--- src/rtl/serial_magnitude_comparator.sv ---
// rtl/serial_magnitude_comparator.sv - bit-serial MSB-first magnitude comparator with early termination
// Optional build macro: SIGNED_CMP_EN (two's complement operands)
module serial_magnitude_comparator #(
  parameter int WIDTH = 8
) (
  input  logic             clk,
  input  logic             rst_n,
  input  logic             start,
  input  logic [WIDTH-1:0] a,
  input  logic [WIDTH-1:0] b,
  output logic             busy,
  output logic             done,
  output logic             l_out,
  output logic             e_out,
  output logic             g_out
);

  localparam int IW = (WIDTH > 1) ? $clog2(WIDTH) : 1;

  typedef enum logic [1:0] {
    S_IDLE = 2'd0,
    S_SCAN = 2'd1,
    S_DONE = 2'd2
  } state_t;

  state_t           r_state;
  state_t           w_next;
  logic [WIDTH-1:0] r_a;
  logic [WIDTH-1:0] r_b;
  logic [IW-1:0]    r_idx;
  logic             r_l;
  logic             r_e;
  logic             r_g;

  logic w_bit_a;
  logic w_bit_b;
  logic w_diff;
  logic w_last;
  logic w_a_greater;

  assign w_bit_a = r_a[r_idx];
  assign w_bit_b = r_b[r_idx];
  assign w_diff  = w_bit_a ^ w_bit_b;
  assign w_last  = (r_idx == '0);

`ifdef SIGNED_CMP_EN
  // A set sign bit means the smaller value, so the MSB decision is inverted.
  logic w_msb;
  assign w_msb       = (r_idx == IW'(WIDTH - 1));
  assign w_a_greater = w_msb ? ~w_bit_a : w_bit_a;
`else
  assign w_a_greater = w_bit_a;
`endif

  always_comb begin
    w_next = r_state;
    case (r_state)
      S_IDLE:  if (start) w_next = S_SCAN;
      S_SCAN:  if (w_diff || w_last) w_next = S_DONE;
      S_DONE:  w_next = S_IDLE;
      default: w_next = S_IDLE;
    endcase
  end

  always_ff @(posedge clk or negedge rst_n) begin
    if (!rst_n) begin
      r_state <= S_IDLE;
    end else begin
      r_state <= w_next;
    end
  end

  // Flags load on the SCAN->DONE edge so they are valid alongside the done pulse.
  always_ff @(posedge clk or negedge rst_n) begin
    if (!rst_n) begin
      r_a   <= '0;
      r_b   <= '0;
      r_idx <= '0;
      r_l   <= 1'b0;
      r_e   <= 1'b0;
      r_g   <= 1'b0;
    end else begin
      case (r_state)
        S_IDLE: begin
          if (start) begin
            r_a   <= a;
            r_b   <= b;
            r_idx <= IW'(WIDTH - 1);
          end
        end
        S_SCAN: begin
          if (w_diff) begin
            r_l <= ~w_a_greater;
            r_e <= 1'b0;
            r_g <= w_a_greater;
          end else if (w_last) begin
            r_l <= 1'b0;
            r_e <= 1'b1;
            r_g <= 1'b0;
          end else begin
            r_idx <= r_idx - 1'b1;
          end
        end
        default: ;
      endcase
    end
  end

  assign busy  = (r_state != S_IDLE);
  assign done  = (r_state == S_DONE);
  assign l_out = r_l;
  assign e_out = r_e;
  assign g_out = r_g;

endmodule

--- config.mk ---
export PLATFORM = sky130hd
export DESIGN_NAME = serial_magnitude_comparator
export DESIGN_NICKNAME = d
export VERILOG_FILES = /design/src/rtl/serial_magnitude_comparator.sv
export SDC_FILE = /design/constraint.sdc
export NUM_CORES = 1
export LEC_CHECK = 0
export BUFFER_PORTS_ARGS = -buffer_cell sky130_fd_sc_hd__clkbuf_2
export CAP_MARGIN = 10
export CORE_MARGIN = 5
export CORE_UTILIZATION = 50
export DETAILED_ROUTE_END_ITERATION = 8
export GPL_TIMING_DRIVEN = 0
export PLACE_DENSITY = 0.85
export SYNTH_ARGS = -nofsm -noshare
export SYNTH_HDL_FRONTEND = slang
export SYNTH_SLANG_ARGS = --single-unit
--- constraint.sdc ---
create_clock -name clk -period 4.97 [get_ports clk]
set_input_delay 0.497 -clock clk [delete_from_list [all_inputs] [get_ports clk]]
set_output_delay 0.497 -clock clk [all_outputs]
set_load 0.01 [all_outputs]
==> summary.md, run 1 <==
| Metric | Value |
|---|---|
| Vias in the first global route | between 800 and 900 |
| GR Util met1 | 0.187 |
| Final hold vios | 0 |
| CTS tree | yes |
| Crit-path cells | buf_2 > mux4_2 > nand2_1 > and2_1 > ha_1 > clkbuf_1 > a21oi_2 > mux2_2 |
| Crit. End Element | flip-flop |
| # H-tree levels | 1 |
| Layout cells sized above 1 | 0.471 |
| RSZ-0062 raised after global routing | no |
| Maximum root-to-sink buffer count | 2 |
| Crit path max-delay family | multiplexers |
| Peak per-stage delay on the critical path | ~0.54 ns |
| Most frequent cell after synthesis | dfrtp_1 |
| Met3 GRT Util | 0.0259 |
| Gr busiest metal | met2 |
| Hold/Removal Path Class | input port to async pin |
| Distinct cells, synth | 27 |
| DRC Markers | 0 |
| Setup repair bufs after CTS | 0 |
| Synth Flop Type | dfrtp_1 |
| Reg-to-reg endpoint | g_out |
| Worst-Skew Late Latency | between 0.3 and 0.4 ns |
| Worst Setup EP | g_out |
| Largest net degree at the start of global routing | 25 |
| Initial antenna violation count | 0 |
| Drt total wl | ~2200 µm |
| N_diodes | 0 |
| CTS clk-pin slew, worst paths | 0.13 ns |
| Largest fanout on the critical path | 8 |
| Fmax | between 400 and 500 MHz |
| Status | finished, final reports clean |
| Post-Syn Instances | 92 |
| Fillers | ~210 |
| Ys Warns | 0 |
| Total GRT Usage | 0.143 |
| WL/cell | approximately 15 µm |
| Fin Clk Skew | 0.00558 ns |
| #FFs+latches synth | 24 |
| CP startpoint | r_idx[0] |
| Starting Density | 0.515 |
| Post-Syn Nets | around 120 |
| CP arrival | around 2.6 ns |
| TNS Setup | 0 ns |
| Core ar. | 0.00243 mm² |
| Pleak | slightly above 0.7 nW |
| Resize count post-CTS | 0 |
| Commonest cells in the netlist | 24 x dfrtp_1, 10 x mux2_4, 8 x mux2_2 |
| FF-to-FF path depth | 8 |
| DRT Pass-1 Iters | 4 |
| WS Path Type | flip-flop to flip-flop |
| Clock sinks | 24 |
| Vias | roughly 800 |
| Placement Rows | 18 |
| Tmin final | ~2.4 ns |
| Layout Nets | between 100 and 150 |
| Final ANT Viol Nets | 0 |
| Seq/Total Area, Yosys | 0.480 |
| Tcrit/Tclk final | 0.489 |
| Remaining Overflow, GRT | 0 |
| Mapped Area | about 0.0013 mm² |
| MaxCap Viol Count | 0 |
| Dpl cell area | approximately 0.0014 mm² |
| Die height | about 60 µm |
| Root buf cell | clkbuf_4 |
| Max Transition Viols Final | 0 |
| X dimension of the die | around 60 µm |
| R2r setup slk | around 2.5 ns |
| Max stage delay cell, worst path | mux4_2 |
| HPWL Detailed | approximately 1700 µm |
| Routability cong. | roughly 0.76 |
| Final setup viols | 0 |
| First-pass GRT wire length | approximately 3900 µm |
| CTS Buf Count | 3 |
| Syn Area/Cell | between 10 and 15 µm² |
| EDFF count, synth | 0 |
| Critical path required time | ~5.2 ns |
| Max-slew headroom | 0.605 |
| Final Cell Area | between 0.001 and 0.0015 mm² |
| Largest cells by area after synthesis | dfrtp_1 48%, mux2_4 12%, mux2_2 7.2%, mux4_2 7.2%, ha_1 4.0% |
| Vias per cell | 5.34 |
| Area leader, netlist | dfrtp_1 |
| Post-CTS Hold Buffers | 0 |
| IO Port Bufs | 23 |
| Critical R2R Launch | r_idx[0] |
| Met2 Use GR | 0.242 |
| Pwr dens | roughly 630 mW/mm² |
| Buf+Inv Stages, Crit Path | 2 |
| Ys async rst share | 1.00 |
| VDD IR max | 0.376 mV |
| Area share of the largest cell type after synthesis | 0.480 |
| DR iter-0 viols | 21 |
| Crit path depth | 8 |
| Crit start category | flip-flop |
| IO Pins | 24 |
| Synthesis-to-layout area growth | 15.1% |
| Tightest Pin Transition | ~0.6 ns |
| Die area | around 0.0036 mm² |
## placed cells by master (no fill, tap or decap)
cell,netlist,layout
a21oi_1,3,3
nand3_1,3,3
dfrtp_1,24,24
o21ba_2,1,1
or2b_1,2,2
mux2_4,10,10
a31oi_1,1,1
ha_1,4,4
mux4_2,4,4
buf_12,1,1
clkbuf_4,0,3
or2_4,1,1
clkbuf_1,1,1
buf_2,1,1
mux2_2,8,8
nor2_1,3,3
clkbuf_8,0,1
a21oi_2,1,1
and2b_1,1,1
buf_6,1,1
clkbuf_2,0,23
o22a_1,1,1
nor2_8,1,1
nand2b_1,3,3
o22ai_1,1,1
nand2_1,6,6
and2_1,3,3
nor2b_1,1,1
a311oi_1,2,2
inv_1,4,4
## power breakdown
group          internal, mW  switching (mW)
registers             0.284          0.0548
logic                 0.264           0.209
clock network        0.0448          0.0568
## sequential cells by signal, summed over array words and instances (netlist names)
register	count
r_a	8
r_b	8
r_idx	3
r_state	2
e_out	1
g_out	1
l_out	1
## layout make-up
class | instances | area (µm²) | area share
multi-input combinational | 60 | 597 | 0.414
buffer | 4 | 40.0 | 0.0278
sequential | 24 | 601 | 0.417
timing repair buffer | 23 | 115 | 0.0799
tap | 30 | 37.5 | 0.0260
inverter | 4 | 15.0 | 0.0104
clock buffer | 4 | 36.3 | 0.0252
## metrics by stage
| step | std cells | power [mW] | worst slack (ns) | hold WS, ns | util |
|---|---|---|---|---|---|
| 4_1_cts | 149 | 0.921 | 2.52 | 0.169 | 0.593 |
| 5_1_grt | 149 | 0.983 | 2.37 | 0.203 | 0.593 |
| 3_3_place_gp | 145 | 0.793 | 2.59 | 0.481 | 0.578 |
| 6_report | 149 | 0.913 | 2.54 | 0.153 | 0.593 |
| 3_5_place_dp | 145 | 0.815 | 2.56 | 0.491 | 0.578 |
| 2_1_floorplan | 92 | 0.715 | 2.76 | 0.201 | - |
## kinds of logic after synthesis
family	count (synthesis)	synth area share
buffers and inverters	8	0.0439
adder cells (fa/ha/maj)	4	0.0400
AND/OR/NAND/NOR	24	0.115
AO/OA/AOI/OAI	10	0.0580
multiplexers	22	0.264
flip-flops	24	0.480
## worst min path at each step
stage	from	end	slack [ns]	cells past startpoint
after floorplan	rst_n	e_out	0.20	0
after global placement	e_out	e_out	0.48	1
after detailed placement	r_a[6]	r_a[6]	0.49	1
after CTS	rst_n	r_a[0]	0.17	1
after global routing	rst_n	r_a[0]	0.20	1
final	rst_n	r_a[0]	0.15	1
## per-layer routing
metal / share of wire / vias to the layer above
li1: - / 380
met1: 0.45 / 391
met2: 0.49 / 21
met3: 0.053 / 3
met4: 0.0096 / 0
met5: 0 / -
Power figures use the tool's default switching activity.
==> inputs of run 2 (changes only) <==
==> constraint.sdc (replaced) <==
create_clock -name clk -period 2.25 [get_ports clk]
set_input_delay 0.225 -clock clk [delete_from_list [all_inputs] [get_ports clk]]
set_output_delay 0.225 -clock clk [all_outputs]
set_load 0.01 [all_outputs]
==> run 2 against run 1 <==
  * Sequential power grew 120%
  * Count of clock-buffer cells in the layout is the same
  * Worst hold slack lost 0.018 ns
  * Clock skew shrank 0.00073 ns
  * Register-to-register slack lost 2.4 ns
  * Cell count is the same
  * Die area is the same
  * Critical path depth shrank 1
==> summary.md, run 2 (synthesis results as in run 1) <==
| Metric | Value |
|---|---|
| Fin Clk Skew | 0.00485 ns (-0.000726 ns) |
| Max Transition Viols Final | 0 (unchanged) |
| Final hold vios | 0 (unchanged) |
| Fillers | 212 (+0.47%) |
| Vias | 783 (-1.5%) |
| Critical R2R Launch | r_idx[0] |
| Min-delay src | a[0] |
| Crit start category | flip-flop |
| Max-slew headroom | 0.605 (+0.000743) |
| Peak per-stage delay on the critical path | 0.52 ns (-0.02 ns) |
| Crit-path cells | buf_6 > mux4_2 > nand2_1 > and2_4 > ha_4 > a21oi_4 > mux2_2 |
| Die area | 0.00361 mm² (unchanged) |
| Hold/Removal Path Class | input port to flip-flop |
| RSZ-0062 raised after global routing | no |
| Clock sinks | 24 (unchanged) |
| IO Pins | 24 (unchanged) |
| Crit path max-delay family | multiplexers |
| Die height | 60.1 µm (unchanged) |
| X dimension of the die | 60.1 µm (unchanged) |
| Drt total wl | 2260 µm (+3.2%) |
| Biggest registers after layout | r_a (8), r_b (8), r_idx (3) |
| Initial antenna violation count | 0 (unchanged) |
| Routability cong. | 0.757 (unchanged) |
| DR iter-0 viols | 33 (+57%) |
| Core ar. | 0.00243 mm² (unchanged) |
| Maximum root-to-sink buffer count | 2 (unchanged) |
| Placement Rows | 18 (unchanged) |
| VDD IR max | 0.850 mV (+130%) |
| Total power | 2.16 mW (+140%) |
| Starting Density | 0.515 (unchanged) |
| Highest-count cells in the layout ignoring fill and taps | 24 x dfrtp_1, 23 x clkbuf_2, 10 x mux2_4 |
| Total GRT Usage | 0.144 (+0.00181) |
| Status | finished, final reports clean |
| DRT Pass-1 Iters | 4 (unchanged) |
| CTS clk-pin slew, worst paths | 0.13 ns (about the same) |
| Hold path depth | 2 |
| WS Path Type | flip-flop to flip-flop |
| R2r setup slk | 0.11 ns (-2.43 ns) |
| CTS Buf Count | 3 (unchanged) |
| Final setup viols | 0 (unchanged) |
| Buf+Inv Stages, Crit Path | 1 (-1) |
| # H-tree levels | 1 (unchanged) |
| Remaining Overflow, GRT | 0 (unchanged) |
| Tcrit/Tclk final | 0.951 (+0.462) |
| Hold EP | r_a[0] |
| Most common cell after layout, fill and taps aside | dfrtp_1 |
| Fmax | 467 MHz (+14%) |
| HPWL Detailed | 1690 µm (unchanged) |
| Reg-to-reg endpoint | g_out |
| Tightest Pin Transition | 0.592 ns (-0.00111 ns) |
| Pleak | 0.716 nW (+1.3%) |
| DRC Markers | 0 (unchanged) |
| Worst-Skew Late Latency | 0.31 ns (about the same) |
| Layout cells sized above 1 | 0.487 (+0.0168) |
| Largest net degree at the start of global routing | 25 (unchanged) |
| Final ANT Viol Nets | 0 (unchanged) |
| Synthesis-to-layout area growth | 17.9% |
| N_diodes | 0 (unchanged) |
| Pwr dens | 1460 mW/mm² (+130%) |
| First-pass GRT wire length | 3900 µm (+1.2%) |
| MaxCap Viol Count | 0 (unchanged) |
| TNS Setup | 0 ns (unchanged) |
| Vias per cell | 5.26 (-1.5%) |
| Root buf cell | clkbuf_4 |
| WL/cell | 15.2 µm (+3.2%) |
| Critical path required time | 2.46 ns (-2.72 ns) |
| Tmin final | 2.14 ns (-0.292 ns) |
| Crit. End Element | flip-flop |
| CP arrival | 2.35 ns (-0.29 ns) |
| Post-layout util | 0.607 (+0.0144) |
| IO Port Bufs | 23 (unchanged) |
| FF-to-FF path depth | 7 (-1) |
| Vias in the first global route | 870 (-0.46%) |
| Layout Nets | 143 (unchanged) |
| Largest fanout on the critical path | 8 (unchanged) |
| CTS tree | yes |
| Max stage delay cell, worst path | mux4_2 |
==> run 2: cell count changes in the layout (fill, tap and decap cells not counted) <==
cell,delta
buf_6,+1
ha_1,-1
and2_4,+1
ha_4,+1
a21oi_2,-1
buf_2,-1
dlygate4sd3_1,+1
clkbuf_1,-1
a21oi_4,+1
and2_1,-1
==> run 2: layer usage <==
layer | up-vias | wire, µm | GRT usage
met2 | 18 | 1130 | 0.245
met4 | 0 | 0 | 0.0380
met1 | 387 | 1010 | 0.191
met5 | - | 0 | 0
li1 | 378 | - | -
met3 | 0 | 116 | 0.0238
==> run 2: cell type report <==
cell class	instances	area [µm²]	area share
Tap cell	30	37.5	0.0254
Buffer	3	42.5	0.0288
Timing Repair Buffer	24	125	0.0847
Clock buffer	4	36.3	0.0246
Sequential cell	24	601	0.407
Inverter	4	15.0	0.0102
Multi-Input combinational cell	60	619	0.419
==> run 2: report_power, final <==
part / switching, mW / internal (mW)
Clock: 0.124 / 0.0989
Sequential: 0.125 / 0.628
Combinational: 0.499 / 0.683
Total: 0.748 / 1.41
==> run 2: worst max-delay path by stage <==
stage,start,to,slack [ns],cells after the start
5_1_grt,r_idx[0],g_out,0.006,7
6_report,r_idx[0],g_out,0.11,7
4_1_cts,r_idx[0],g_out,0.02,7
2_1_floorplan,r_idx[0],g_out,0.04,8
3_5_place_dp,r_idx[0],g_out,-0.16,8
3_3_place_gp,r_idx[0],g_out,-0.13,8
==> run 2: what timing repair did <==
| action | CTS | global route |
|---|---|---|
| endpoints found under the hold margin | 24 | 0 |
| setup endpoints to repair | 4 | 2 |
| hold buffers | 1 | 0 |
| pin swaps | 1 | 0 |
| gates resized for setup | 4 | 2 |
| setup buffers | 0 | 0 |
==> run 2: metrics by stage <==
stage / instances / hold WS [ns] / setup slack [ns] / area, µm²
3_3_place_gp: 145 / 0.250 / -0.135 / 1410
3_5_place_dp: 145 / 0.255 / -0.162 / 1410
4_1_cts: 149 / 0.122 / 0.0152 / 1460
2_1_floorplan: 92 / -0.0706 / 0.0357 / 1250
6_report: 149 / 0.136 / 0.110 / 1480
5_1_grt: 149 / 0.121 / 0.00581 / 1480
